`src/rtl/calc_pkg.sv`:
```
// Shared definitions for the CalculateUnit issue scheduler: mode codes, operation classes
// and the error-bit layout of rsp_error.
package calc_pkg;

    localparam logic [7:0] CALC_MODE_SUB    = 8'h00;
    localparam logic [7:0] CALC_MODE_ADD    = 8'h01;
    localparam logic [7:0] CALC_MODE_AND    = 8'h10;
    localparam logic [7:0] CALC_MODE_OR     = 8'h11;
    localparam logic [7:0] CALC_MODE_XOR    = 8'h12;
    localparam logic [7:0] CALC_MODE_SLL    = 8'h30;
    localparam logic [7:0] CALC_MODE_SRL    = 8'h31;
    localparam logic [7:0] CALC_MODE_SRA    = 8'h32;
    localparam logic [7:0] CALC_MODE_MUL    = 8'h40;
    localparam logic [7:0] CALC_MODE_MULH   = 8'h41;
    localparam logic [7:0] CALC_MODE_MULHSU = 8'h42;
    localparam logic [7:0] CALC_MODE_MULHU  = 8'h43;
    localparam logic [7:0] CALC_MODE_DIV    = 8'h44;
    localparam logic [7:0] CALC_MODE_DIVU   = 8'h45;
    localparam logic [7:0] CALC_MODE_REM    = 8'h46;
    localparam logic [7:0] CALC_MODE_REMU   = 8'h47;

    localparam int unsigned CALC_ERR_ILLEGAL = 3;

    typedef enum logic [1:0] {
        ClsFast,
        ClsMul,
        ClsDiv,
        ClsIllegal
    } calc_class_e;

    // 0x40..0x47 share mode[7:3]; mode[2] splits multiply from divide/remainder.
    function automatic calc_class_e calc_mode_class(input logic [7:0] mode);
        calc_class_e cls;
        cls = ClsIllegal;
        if (mode[7:4] == 4'h0 || mode[7:4] == 4'h1 || mode[7:4] == 4'h3) begin
            cls = ClsFast;
        end else if (mode[7:3] == 5'b01000) begin
            cls = mode[2] ? ClsDiv : ClsMul;
        end
        return cls;
    endfunction

endpackage

```
`src/rtl/calc_rr_arb2.sv`:
```
// Two-input round-robin arbiter. The pointer names the requester that wins a tie and moves
// to the losing side after every grant; grants are only issued while free_i is high.
module calc_rr_arb2 (
    input  logic       clk_i,
    input  logic       rst_i,
    input  logic       free_i,
    input  logic [1:0] valid_i,
    output logic [1:0] grant_o
);

    logic ptr_q, ptr_d;

    always_comb begin
        grant_o = 2'b00;
        if (free_i) begin
            if (&valid_i) begin
                grant_o[ptr_q] = 1'b1;
            end else begin
                grant_o = valid_i;
            end
        end
    end

    always_comb begin
        ptr_d = ptr_q;
        if (grant_o[0]) begin
            ptr_d = 1'b1;
        end else if (grant_o[1]) begin
            ptr_d = 1'b0;
        end
    end

    always_ff @(posedge clk_i or posedge rst_i) begin
        if (rst_i) begin
            ptr_q <= 1'b0;
        end else begin
            ptr_q <= ptr_d;
        end
    end

endmodule

```
`src/rtl/calc_unit_sched.sv`:
```
// Issue scheduler for the shared CalculateUnit: arbitrates two requesters, holds operands on
// cu_* and returns the result after the class latency. Build macro: CALC_DIVZERO_SHORTCUT_EN.
module calc_unit_sched
    import calc_pkg::*;
#(
    parameter int unsigned MUL_LAT = 1,
    parameter int unsigned DIV_LAT = 32
) (
    input  logic        clk,
    input  logic        rst,
    input  logic        req0_valid,
    output logic        req0_ready,
    input  logic [31:0] req0_num1,
    input  logic [31:0] req0_num2,
    input  logic [7:0]  req0_mode,
    input  logic        req1_valid,
    output logic        req1_ready,
    input  logic [31:0] req1_num1,
    input  logic [31:0] req1_num2,
    input  logic [7:0]  req1_mode,
    output logic        rsp_valid,
    output logic        rsp_id,
    output logic [31:0] rsp_data,
    output logic [3:0]  rsp_error,
    output logic [31:0] cu_number1,
    output logic [31:0] cu_number2,
    output logic [7:0]  cu_mode,
    input  logic [31:0] cu_fast_answer,
    input  logic [31:0] cu_slow_answer,
    input  logic [3:0]  cu_error
);

    localparam int unsigned MaxLat = (MUL_LAT > DIV_LAT) ? MUL_LAT : DIV_LAT;
    localparam int unsigned CntW   = $clog2(MaxLat + 1);
    localparam logic [CntW-1:0] CntOne = CntW'(1);

    typedef enum logic {
        StIdle,
        StBusy
    } state_e;

    state_e          state_q, state_d;
    logic [CntW-1:0] cnt_q, cnt_d;
    logic            id_q, id_d;
    calc_class_e     cls_q, cls_d;
    logic [31:0]     num1_q, num1_d;
    logic [31:0]     num2_q, num2_d;
    logic [7:0]      mode_q, mode_d;
`ifdef CALC_DIVZERO_SHORTCUT_EN
    logic            dz_q, dz_d;
`endif

    logic        free;
    logic        accept;
    logic [1:0]  grant;
    logic [31:0] sel_num1, sel_num2;
    logic [7:0]  sel_mode;
    calc_class_e sel_cls;
    logic        unused_cu_error;

    // Only the MDU error bits are forwarded; the upper CalculateUnit error bits are ignored.
    assign unused_cu_error = ^cu_error[3:2];

    assign free = !rst && ((state_q == StIdle) || ((state_q == StBusy) && (cnt_q == '0)));

    calc_rr_arb2 u_arb (
        .clk_i   (clk),
        .rst_i   (rst),
        .free_i  (free),
        .valid_i ({req1_valid, req0_valid}),
        .grant_o (grant)
    );

    assign req0_ready = grant[0];
    assign req1_ready = grant[1];
    assign accept     = |grant;

    assign sel_num1 = grant[1] ? req1_num1 : req0_num1;
    assign sel_num2 = grant[1] ? req1_num2 : req0_num2;
    assign sel_mode = grant[1] ? req1_mode : req0_mode;
    assign sel_cls  = calc_mode_class(sel_mode);

    always_comb begin
        state_d = state_q;
        cnt_d   = cnt_q;
        id_d    = id_q;
        cls_d   = cls_q;
        num1_d  = num1_q;
        num2_d  = num2_q;
        mode_d  = mode_q;
`ifdef CALC_DIVZERO_SHORTCUT_EN
        dz_d    = dz_q;
`endif
        if (state_q == StBusy) begin
            if (cnt_q != '0) begin
                cnt_d = cnt_q - CntOne;
            end else begin
                state_d = StIdle;
            end
        end
        // A new accept overrides the return to idle when it coincides with a response.
        if (accept) begin
            state_d = StBusy;
            id_d    = grant[1];
            cls_d   = sel_cls;
            num1_d  = sel_num1;
            num2_d  = sel_num2;
            mode_d  = sel_mode;
            case (sel_cls)
                ClsMul:  cnt_d = CntW'(MUL_LAT);
                ClsDiv:  cnt_d = CntW'(DIV_LAT);
                default: cnt_d = '0;
            endcase
`ifdef CALC_DIVZERO_SHORTCUT_EN
            dz_d = (sel_cls == ClsDiv) && (sel_num2 == '0);
            if (dz_d) begin
                cnt_d = '0;
            end
`endif
        end
    end

    always_ff @(posedge clk or posedge rst) begin
        if (rst) begin
            state_q <= StIdle;
            cnt_q   <= '0;
            id_q    <= 1'b0;
            cls_q   <= ClsFast;
            num1_q  <= '0;
            num2_q  <= '0;
            mode_q  <= '0;
`ifdef CALC_DIVZERO_SHORTCUT_EN
            dz_q    <= 1'b0;
`endif
        end else begin
            state_q <= state_d;
            cnt_q   <= cnt_d;
            id_q    <= id_d;
            cls_q   <= cls_d;
            num1_q  <= num1_d;
            num2_q  <= num2_d;
            mode_q  <= mode_d;
`ifdef CALC_DIVZERO_SHORTCUT_EN
            dz_q    <= dz_d;
`endif
        end
    end

    assign cu_number1 = num1_q;
    assign cu_number2 = num2_q;
    assign cu_mode    = mode_q;

    always_comb begin
        rsp_valid = (state_q == StBusy) && (cnt_q == '0);
        rsp_id    = 1'b0;
        rsp_data  = '0;
        rsp_error = '0;
        if (rsp_valid) begin
            rsp_id = id_q;
            case (cls_q)
                ClsFast: rsp_data = cu_fast_answer;
                ClsMul, ClsDiv: begin
                    rsp_data  = cu_slow_answer;
                    rsp_error = {2'b00, cu_error[1:0]};
                end
                default: rsp_error[CALC_ERR_ILLEGAL] = 1'b1;
            endcase
`ifdef CALC_DIVZERO_SHORTCUT_EN
            // mode[1] separates REM/REMU (dividend back) from DIV/DIVU (all ones).
            if (dz_q) begin
                rsp_data  = mode_q[1] ? num1_q : 32'hFFFF_FFFF;
                rsp_error = '0;
            end
`endif
        end
    end

endmodule

```
`config.mk`:
```
export PLATFORM = sky130hd
export DESIGN_NAME = calc_unit_sched
export DESIGN_NICKNAME = d
export VERILOG_FILES = /design/src/rtl/calc_pkg.sv /design/src/rtl/calc_rr_arb2.sv /design/src/rtl/calc_unit_sched.sv
export SDC_FILE = /design/constraint.sdc
export NUM_CORES = 1
export LEC_CHECK = 0
export ABC_AREA = 1
export CAP_MARGIN = 25
export CORE_ASPECT_RATIO = 0.5
export CORE_MARGIN = 2
export CORE_UTILIZATION = 35
export DETAILED_ROUTE_END_ITERATION = 8
export PLACE_DENSITY = 0.82
export SYNTH_ARGS = -nofsm -noshare
export SYNTH_HDL_FRONTEND = slang
export SYNTH_HIERARCHICAL = 1
export SYNTH_SLANG_ARGS = --single-unit
```
`constraint.sdc`:
```
create_clock -name clk -period 3.7 [get_ports clk]
set_input_delay 0.74 -clock clk [delete_from_list [all_inputs] [get_ports clk]]
set_output_delay 0.74 -clock clk [all_outputs]
set_load 0.02 [all_outputs]
```
==> flow_results.xml <==
<?xml version="1.0" encoding="UTF-8"?>
<metrics>
  <group name="outcome">
    <metric name="status" unit="">finished, final reports clean</metric>
  </group>
  <group name="clock_network">
    <metric name="cts_tree" unit="">done</metric>
    <metric name="number_of_buffers_inserted_to_repair_setup_after_cts" unit="">0</metric>
    <metric name="cts_buffers" unit="">9</metric>
    <metric name="clkSlewWorstSetupHoldPaths" unit="ns">0.06</metric>
    <metric name="clockRootBuffer" unit="">sky130_fd_sc_hd__clkbuf_16</metric>
    <metric name="cts-resized-gates" unit="">0</metric>
    <metric name="clk_lat_worst_skew" unit="ns">0.34</metric>
    <metric name="clock_tree.htree_level_count" unit="">3</metric>
    <metric name="clkSinkCount" unit="">83</metric>
    <metric name="clock_path_buffers" unit="">2</metric>
    <metric name="cts_hold_repair.buffers" unit="">0</metric>
  </group>
  <group name="global_routing">
    <metric name="grt_first_pass_wirelength" unit="mm">26.67</metric>
    <metric name="grt_usage" unit="%">24.67</metric>
    <metric name="antenna_found_initial" unit="">0</metric>
    <metric name="global_route.overflow_total" unit="">0</metric>
    <metric name="first_global_vias" unit="">5258</metric>
    <metric name="grt_max_degree" unit="">80</metric>
  </group>
  <group name="drt">
    <metric name="remaining_design_rule_violation_count" unit="">0</metric>
    <metric name="vias_per_cell" unit="">4.940</metric>
    <metric name="detail_route.wl_per_cell" unit="µm">16.12</metric>
    <metric name="firstDrtPassIters" unit="">4</metric>
    <metric name="dr.first_iter.drc_count" unit="">308</metric>
    <metric name="dr_total_vias" unit="">5375</metric>
    <metric name="ant_nets" unit="">0</metric>
    <metric name="totalWireLength" unit="mm">17.54</metric>
  </group>
  <group name="layout">
    <metric name="antenna_cells" unit="">0</metric>
    <metric name="area_added_between_synthesis_and_finish" unit="%">81.64</metric>
    <metric name="num-nets-final" unit="">1133</metric>
    <metric name="drive_gt1_share" unit="%">4.357</metric>
    <metric name="num-fill-cells" unit="">1058</metric>
    <metric name="final_cell_mix" unit="">sky130_fd_sc_hd__clkdlybuf4s50_1 (322), sky130_fd_sc_hd__nand2_1 (170), sky130_fd_sc_hd__a21oi_1 (168), sky130_fd_sc_hd__dfrtp_1 (83), sky130_fd_sc_hd__nor2_1 (79)</metric>
    <metric name="postLayoutCellArea" unit="µm²">8120</metric>
    <metric name="layout_commonest_cell" unit="">sky130_fd_sc_hd__clkdlybuf4s50_1</metric>
  </group>
  <group name="floorplanning">
    <metric name="boundaryPins" unit="">328</metric>
    <metric name="chipHeight" unit="µm">83.92</metric>
    <metric name="floorplan.core_area" unit="µm²">12550</metric>
    <metric name="initial_core_util" unit="%">35.61</metric>
    <metric name="design.die.area" unit="µm²">13750</metric>
    <metric name="rows" unit="">29</metric>
    <metric name="dieWidth" unit="µm">163.8</metric>
  </group>
  <group name="sta">
    <metric name="finalClockSkew" unit="ns">0.008456</metric>
    <metric name="totalNegativeSetupSlack" unit="ns">0</metric>
    <metric name="layout_worst_path_cycle_share" unit="%">90.80</metric>
    <metric name="final.hold.worst_slack" unit="ns">0.4837</metric>
    <metric name="max_slew.worst_pin.slew" unit="ns">0.8767</metric>
    <metric name="setup_viol" unit="">0</metric>
    <metric name="slew_violations" unit="">0</metric>
    <metric name="maxSlewHeadroom" unit="%">41.56</metric>
    <metric name="timing_hold_violations_final" unit="">0</metric>
    <metric name="rsz0062_at_grt" unit="">no</metric>
    <metric name="post-route-min-period" unit="ns">3.360</metric>
    <metric name="fmax" unit="MHz">297.7</metric>
  </group>
  <group name="worst_setup_path">
    <metric name="setup.worst_path.start" unit="">cnt_q[0]</metric>
    <metric name="cp.arrival" unit="ns">2.62</metric>
    <metric name="critical_path_class" unit="">reg -&gt; out</metric>
    <metric name="timing.critical_path.from_type" unit="">flop</metric>
    <metric name="critical_register_to_register_path_startpoint" unit="">cnt_q[0]</metric>
    <metric name="setup.worst_path.end_class" unit="">primary output</metric>
    <metric name="critical_path_required" unit="ns">2.96</metric>
    <metric name="crit_path_max_fanout" unit="">32</metric>
  </group>
  <group name="power_and_ir_drop">
    <metric name="power_density_of_the_placed_cells" unit="nW/µm²">687.0</metric>
    <metric name="leak_pwr" unit="nW">3.567</metric>
    <metric name="irDropWorstVdd" unit="V">0.0003576</metric>
  </group>
  <group name="synth">
    <metric name="most_area_consuming_cells_after_synthesis" unit="">sky130_fd_sc_hd__dfrtp_1 (46%), sky130_fd_sc_hd__a21oi_1 (19%), sky130_fd_sc_hd__nand2_1 (14%)</metric>
    <metric name="synthDominantAreaCellType" unit="">sky130_fd_sc_hd__dfrtp_1</metric>
    <metric name="synth_area" unit="µm²">4471</metric>
    <metric name="synth_sequential_area_ratio" unit="%">46.46</metric>
    <metric name="syn-num-nets" unit="">830</metric>
    <metric name="number_of_warnings_issued_by_yosys" unit="">6</metric>
    <metric name="synthesis.instances" unit="">610</metric>
    <metric name="synth_seq_cells" unit="">83</metric>
    <metric name="synth.distinct_cells" unit="">27</metric>
    <metric name="area_fraction_of_the_dominant_cell_type_after_synthesis" unit="%">46.46</metric>
    <metric name="syn_avg_cell_area" unit="µm²">7.329</metric>
  </group>
  <group name="place">
    <metric name="dpl_cell_area" unit="µm²">7802</metric>
    <metric name="dp_hpwl" unit="mm">12.74</metric>
    <metric name="io_buffer_count" unit="">324</metric>
    <metric name="gpl_congestion" unit="">0.8280</metric>
  </group>
  <group name="run">
    <metric name="drv_cap" unit="">0</metric>
  </group>
  <group name="worst_hold_path">
    <metric name="worstHoldStart" unit="">cu_mode[6]</metric>
    <metric name="worst_hold_path_type" unit="">reg -&gt; reg</metric>
  </group>
</metrics>
==> area by class of cell <==
type                    instances  area (µm²)  share of cell area (%)
clock buffers                  10       239.0                   2.943
repair buffers                335        3359                   41.37
multi-input cells             457        2064                   25.42
inverters                      27       102.6                   1.263
clock inverters                 6       65.06                  0.8012
well taps                     170       212.7                   2.619
flip-flops and latches         83        2077                   25.58
==> per-layer routing <==
metal | track usage [%] | routed length [µm] | vias up
met5 | 0 | 0 | -
li1 | - | - | 2589
met3 | 5.067 | 1124 | 40
met4 | 8.373 | 490 | 0
met2 | 42.32 | 8528 | 197
met1 | 31.01 | 7393 | 2549
==> worst max-delay path, stage by stage, from the launching register on <==
cell and delay (ns):
sky130_fd_sc_hd__dfrtp_1 0.37, sky130_fd_sc_hd__inv_1 0.16, sky130_fd_sc_hd__ha_1 0.18, sky130_fd_sc_hd__inv_1 0.04
sky130_fd_sc_hd__nor2_1 0.14, sky130_fd_sc_hd__nand4_2 0.15, sky130_fd_sc_hd__inv_2 0.12, sky130_fd_sc_hd__nand2_4 0.19
sky130_fd_sc_hd__a21oi_1 0.27, sky130_fd_sc_hd__clkdlybuf4s50_1 0.66
==> state kept, by name (all words and copies together), names as in the netlist <==
| name | cells |
|---|---|
| id_q | 1 |
| cnt_q | 6 |
| cls_q | 2 |
| state_q | 1 |
| cu_number1 | 32 |
| cu_number2 | 32 |
| u_arb/ptr_q | 1 |
| cu_mode | 8 |
==> path summary, 6_finish.rpt <==
kind                                  end  slack (ns)  cells after the start
max                           rsp_data[0]        0.34                      9
max in group asynchronous  cu_number2[24]        2.14                      3
min reg2reg                    cu_mode[6]        0.48                      2
min in group asynchronous     u_arb/ptr_q        0.62                      2
min                            cu_mode[6]        0.48                      2
max reg2reg                      cls_q[1]        0.50                     18
==> report_power, final <==
part	leakage (nW)	total (W)	switching (W)	internal, W
Clock	0.137	0.000913	0.000373	0.000540
Sequential	0.930	0.00163	0.000266	0.00136
Combinational	2.50	0.00304	0.00170	0.00134
==> synth_stat cells <==
master / instances
sky130_fd_sc_hd__a211oi_1: 1
sky130_fd_sc_hd__a21oi_1: 169
sky130_fd_sc_hd__a31oi_1: 1
sky130_fd_sc_hd__and3_1: 1
sky130_fd_sc_hd__buf_1: 3
sky130_fd_sc_hd__buf_2: 12
sky130_fd_sc_hd__buf_4: 8
sky130_fd_sc_hd__buf_6: 5
sky130_fd_sc_hd__clkbuf_1: 15
sky130_fd_sc_hd__conb_1: 1
sky130_fd_sc_hd__dfrtp_1: 83
sky130_fd_sc_hd__ha_1: 4
sky130_fd_sc_hd__inv_1: 24
sky130_fd_sc_hd__inv_2: 3
sky130_fd_sc_hd__nand2_1: 170
sky130_fd_sc_hd__nand2_2: 3
sky130_fd_sc_hd__nand3_1: 6
sky130_fd_sc_hd__nand4_1: 4
sky130_fd_sc_hd__nand4_2: 1
sky130_fd_sc_hd__nor2_1: 79
sky130_fd_sc_hd__nor2_2: 1
sky130_fd_sc_hd__nor2_4: 2
sky130_fd_sc_hd__nor3_1: 1
sky130_fd_sc_hd__o21a_1: 1
sky130_fd_sc_hd__o21ai_0: 10
sky130_fd_sc_hd__o21ai_2: 1
sky130_fd_sc_hd__o21bai_1: 1
==> per-stage QoR <==
step	worst slack, ns	cells	utilization (%)	total power (W)
final	0.3405	1088	64.68	0.005579
after global routing	0.1199	1088	64.68	0.005949
after CTS	0.1208	1088	64.57	0.005609
after detailed placement	0.4919	1072	62.15	0.004669
after global placement	0.5389	1072	62.15	0.004604
after floorplan	0.8516	610	-	0.003259
==> kinds of logic (layout without fill, tap and decap cells) <==
family | after synthesis | count (layout) | synth area share (%)
compound gates | 184 | 184 | 20.88
fa+ha+maj | 4 | 4 | 1.120
buf+inv | 70 | 378 | 7.725
flops | 83 | 83 | 46.46
other cells | 1 | 1 | 0.08388
simple gates | 268 | 268 | 23.73
Power figures use the tool's default switching activity.
